<file path="config.mk">
export PLATFORM = sky130hd
export DESIGN_NAME = periodic_enable_monitor
export DESIGN_NICKNAME = d
export VERILOG_FILES = /design/src/rtl/periodic_enable_pkg.sv /design/src/rtl/hlc_clock_gen.sv /design/src/rtl/periodic_enable_monitor.sv
export SDC_FILE = /design/constraint.sdc
export NUM_CORES = 1
export LEC_CHECK = 0
export BUFFER_PORTS_ARGS = -buffer_cell sky130_fd_sc_hd__buf_4
export CAP_MARGIN = 20
export CORE_ASPECT_RATIO = 1.1
export CORE_UTILIZATION = 25
export DETAILED_ROUTE_END_ITERATION = 7
export GPL_TIMING_DRIVEN = 1
export MAX_ROUTING_LAYER = met4
export PLACE_DENSITY = 0.51
export SETUP_SLACK_MARGIN = 0.02
export SLEW_MARGIN = 20
export SYNTH_ARGS = -nofsm -noshare
export SYNTH_HDL_FRONTEND = slang
export SYNTH_HIERARCHICAL = 1
export SYNTH_SLANG_ARGS = --single-unit
</file>
<file path="constraint.sdc">
create_clock -name clk -period 4.9 [get_ports clk]
set_input_delay 0.49 -clock clk [delete_from_list [all_inputs] [get_ports clk]]
set_output_delay 0.49 -clock clk [all_outputs]
set_load 0.03 [all_outputs]
</file>
<file path="src/rtl/periodic_enable_pkg.sv">
// Shared constants and types for the periodic enable monitor.
package periodic_enable_pkg;

  // LLC cycles per HLC cycle.
  localparam int STAGES = 4;
  localparam int STAGE_W = (STAGES > 1) ? $clog2(STAGES) : 1;

  // Monitor time added per HLC cycle, in ns.
  localparam longint HLC_TICK_NS = 64'sd8000;

  // Period of stream b, in ns.
  localparam longint B_PERIOD_NS = 64'sd100000;

  // Monitor time and counters are 64-bit two's complement and wrap silently.
  typedef logic signed [63:0] time_t;

endpackage

</file>
<file path="src/rtl/hlc_clock_gen.sv">
// Derives the high-level clock from the low-level clock: a stage counter,
// a registered 50% duty hlc_clock and a tick strobe that is high during
// the LLC cycle whose closing edge brings the stage back to 0.
module hlc_clock_gen
  import periodic_enable_pkg::*;
(
  input  logic clk,
  input  logic rst,
  input  logic en,
  output logic hlc_clock,
  output logic tick
);

  logic [STAGE_W-1:0] stage;
  logic [STAGE_W-1:0] stage_next;

  // Next stage value, wrapping at STAGES-1.
  // NOTE: every always_comb output gets a value on every path, otherwise a latch is inferred.
  always_comb begin
    stage_next = stage + 1'b1;
    if (stage == STAGE_W'(STAGES - 1)) begin
      stage_next = '0;
    end
  end

  assign tick = en && (stage_next == '0);

  // Stage counter and registered HLC level; hlc_clock follows the next stage.
  // NOTE: sequential state uses non-blocking assignments so every register samples pre-edge values.
  always_ff @(posedge clk or negedge rst) begin
    if (!rst) begin
      stage     <= STAGE_W'(STAGES - 1);
      hlc_clock <= 1'b0;
    end else if (en) begin
      stage     <= stage_next;
      hlc_clock <= (stage_next < STAGE_W'(STAGES / 2));
    end
  end

endmodule

</file>
<file path="src/rtl/periodic_enable_monitor.sv">
// RTLola monitor top level: keeps monitor time, the period timer of stream b
// and a one-deep coalescing latch for events on stream a, and raises curEn for
// each HLC cycle that carries a new event or a b deadline.
module periodic_enable_monitor
  import periodic_enable_pkg::*;
(
  input  logic  clk,
  input  logic  rst,
  input  logic  en,
  input  time_t input_a,
  input  logic  new_input,
  output logic  hlc_clock,
  output time_t hlc_clock_cnt,
  output logic  bEn,
  output time_t bTimer,
  output logic  bTimerRst,
  output time_t bTimerCurTime,
  output logic  curEn
);

  logic  tick;
  logic  pending;
  time_t a_cap;
  time_t a_reg;

  time_t t_next;
  logic  b_due;
  logic  ev;
  time_t ev_val;

  hlc_clock_gen u_hlc_clock_gen (
    .clk       (clk),
    .rst       (rst),
    .en        (en),
    .hlc_clock (hlc_clock),
    .tick      (tick)
  );

  // Deadline test for b and event merge; an event on the tick edge itself wins.
  always_comb begin
    t_next = bTimer + HLC_TICK_NS;
    b_due  = (t_next >= B_PERIOD_NS);
    ev     = pending | new_input;
    ev_val = new_input ? input_a : a_cap;
  end

  // Per-HLC-cycle state updates on the tick, event capture between ticks.
  always_ff @(posedge clk or negedge rst) begin
    if (!rst) begin
      hlc_clock_cnt <= '0;
      bTimerCurTime <= '0;
      bTimer        <= '0;
      bEn           <= 1'b0;
      bTimerRst     <= 1'b0;
      curEn         <= 1'b0;
      pending       <= 1'b0;
      a_cap         <= '0;
      a_reg         <= '0;
    end else if (tick) begin
      hlc_clock_cnt <= hlc_clock_cnt + 64'sd1;
      bTimerCurTime <= bTimerCurTime + HLC_TICK_NS;
      bTimer        <= b_due ? '0 : t_next;
      bEn           <= b_due;
      bTimerRst     <= b_due;
      curEn         <= b_due | ev;
      pending       <= 1'b0;
      if (ev) begin
        a_reg <= ev_val;
      end
    end else if (en && new_input) begin
      // Events between ticks coalesce; the last value wins.
      pending <= 1'b1;
      a_cap   <= input_a;
    end
  end

endmodule

</file>
==> flow_metrics.tcl <==
set metrics [dict create \
    cts_tree "built" \
    worst_slew_pin_slew_ns 0.953 \
    synth_area_leaders "dfrtp_1 47%, xnor2_1 9.5%, nand2_1 4.9%, o21ai_0 3.8%, xor2_1 3.4%" \
    critPathArrivalTime_ns 4.82 \
    reg2reg_slack_ns 0.46 \
    max_clock_freq_ghz 0.225 \
    p_leak_nw 5.59 \
    rows 76 \
    numCtsBuffers 17 \
    cts_root_buf "clkbuf_16" \
    wl_per_cell_um 16.6 \
    final_max_slew_viol_count 0 \
    grt.total_usage_pct 15.0 \
    rsz0062_at_grt "no" \
    fin_nets 1294 \
    top_layer_used "met4" \
    post-dp-hpwl_um 20800 \
    grt-ovfl-total 0 \
    drive_above_1_share_pct 21.7 \
    ios 264 \
    yosysTopAreaCellShare_pct 46.6 \
    die-area_um2 40300 \
    antenna_found_initial 0 \
    cts_setup_buffers 0 \
    path_delay_family "simple AND/OR/NAND/NOR gates" \
    vdd_drop_max_mv 0.266 \
    post-synth-top-area-cell "dfrtp_1" \
    ys_types 64 \
    drc 0 \
    cap_violations 0 \
    drt-met1-wl_um 13000 \
    drt-pass1-iter-count 5 \
    fp.dieW_um 192 \
    synth-edff-count 0 \
    worstRegToRegCells 14 \
    routed_via_density 4.79 \
    avgSynthCellArea_um2 9.44 \
    gp_congestion 0.874 \
    fin_hold_ws_ns 0.0950 \
    wl_met2_um 13800 \
    crit_path_max_incr_delay_ns 0.53 \
    synth_commonest_cells "184 x dfrtp_1, 128 x nand2_1, 107 x xnor2_1" \
    postSynthCellCount 1047 \
    cp_max_fo 21 \
    vias 8340 \
    initial_core_util_pct 25.3 \
    yosys_warnings 6 \
    cts.clk_slew.worst_paths_ns 0.08 \
    syn_area_um2 9880 \
    final_util_pct 31.8 \
    critPathSlowestCell "nor4b_1" \
    grt_start_max_net_pins 103 \
    cts.sinks 186 \
    clock_skew_ns 0.0164 \
    synth_ff_type "dfrtp_1" \
    hp-class "in2async" \
    critical_path_class "reg2reg" \
    wl_um 29000 \
    grt_pass1_vias 7958 \
    diodes 0 \
    grt_pass1_wl_um 45500 \
    p_per_area_nw_per_um2 370 \
    crit_required_ns 5.28 \
    total_power_w 0.00460 \
    final-hold-violation-count 0 \
    fin_crit_sh_pct 90.6 \
    crit_buf_inv 2 \
    relSlewSlack_pct 36.5 \
    ys_seq_area_share_pct 47.1 \
    reg2reg_to "bTimer[32]" \
    outcome "completed" \
    dr_wl_met3_um 1600 \
    worstSkewPairLatency_ns 0.46 \
    finalCriticalPeriod_ns 4.44 \
    cts_resized 0 \
    cp_cell_sequence "nand4_1 > a211oi_1 > and2_1 > nor4b_1 > xnor2_1 > nand4_1 > nor4_1 > nand4_1 > ha_1 > inv_1 > nand2_1 > buf_12 > or3_1 > o21ai_0" \
    crit_path_end_kind "flip-flop" \
    drt.antenna.violating_nets 0 \
    tns_ns 0 \
    io_buffers 187 \
    area_growth_pct 25.6 \
    critPathLaunchType "flip-flop" \
    die-height_um 211 \
    regToRegStartpoint "bTimer[33]" \
    drt_iter0_drc 466 \
    core_area_um2 39100 \
    cp_common_cell "nand4_1" \
    clk_path_buf_depth 2 \
    finalSetupViolCount 0 \
    h-tree-depth 4 \
    hold_buffers 0 \
    async_flop_share_pct 100 \
    post-synth-top-count-cell "dfrtp_1" \
    ys_ff_latch 186 \
]
cell type report:
class / count / area [µm²]
sequential: 186 / 4660
fill: 4059 / 26700
clock buffer: 19 / 453
clock inverter: 13 / 131
inverter: 17 / 63.8
timing repair buffer: 212 / 1620
tap: 507 / 634
multi-input combinational: 786 / 4850
flip-flops by register name, indices dropped and copies added (netlist names):
signal                     flops
bTimerCurTime                 58
u_hlc_clock_gen/stage          2
hlc_clock_cnt                 64
pending                        1
bTimerRst                      1
curEn                          1
bTimer                        58
u_hlc_clock_gen/hlc_clock      1
metrics by stage:
stage,cell area (µm²),worst slack (ns),instances
after global placement,11800,0.568,1708
after global routing,12400,0.0659,1740
after floorplan,9930,0.735,1058
after CTS,12400,0.457,1740
final,12400,0.461,1740
after detailed placement,11800,0.499,1708
power breakdown:
group          total [W]  internal, W  switching, W  leakage, nW
clock            0.00140     0.000701      0.000700        0.285
sequential       0.00186      0.00167      0.000188         2.50
combinational    0.00134     0.000468      0.000869         2.80
metal layers:
layer,global-route usage (%),vias up
met1,18.5,4093
li1,-,4017
met5,-,-
met4,4.84,0
met2,23.8,202
met3,3.76,28
cell usage in the layout, fill, tap and decap left out, types with 11 or more instances in the layout:
cell type	Yosys	final
nand3_1	63	63
a21oi_1	16	16
and3_1	41	41
o21ai_0	75	75
nand4_1	44	44
clkbuf_16	0	17
nand2_1	128	128
dfrtp_1	184	184
nor4_1	15	15
nor2_1	78	78
nor3_1	22	22
xnor2_1	107	107
and4_1	14	14
inv_1	17	17
conb_1	1	12
o31ai_1	18	18
a22o_1	11	11
xor2_1	38	38
or3_1	14	14
buf_4	14	209
kinds of logic (layout without fill, tap and decap cells):
group           Yosys count  after routing  share of synthesized area (%)
simple gates            457            457                           23.7
flops                   186            186                           47.1
compound gates          156            156                           10.3
xor+xnor                145            145                           12.8
buf+inv                  86            261                           4.19
mux                      10             10                           1.09
fa+ha+maj                 6              6                          0.759
other cells               1             12                         0.0379
worst max-delay path by stage:
stage | startpoint | endpoint | slack, ns | depth (start not counted)
CTS | bTimer[20] | bTimer[32] | 0.46 | 15
floorplan | bTimer[6] | bTimer[58] | 0.74 | 17
finish | bTimer[33] | bTimer[32] | 0.46 | 14
detailed placement | bTimer[20] | bTimer[32] | 0.50 | 15
global placement | bTimer[33] | bTimer[32] | 0.57 | 14
global route | bTimer[20] | bTimer[32] | 0.07 | 15
No activity file was read; power rests on OpenSTA's default activity.
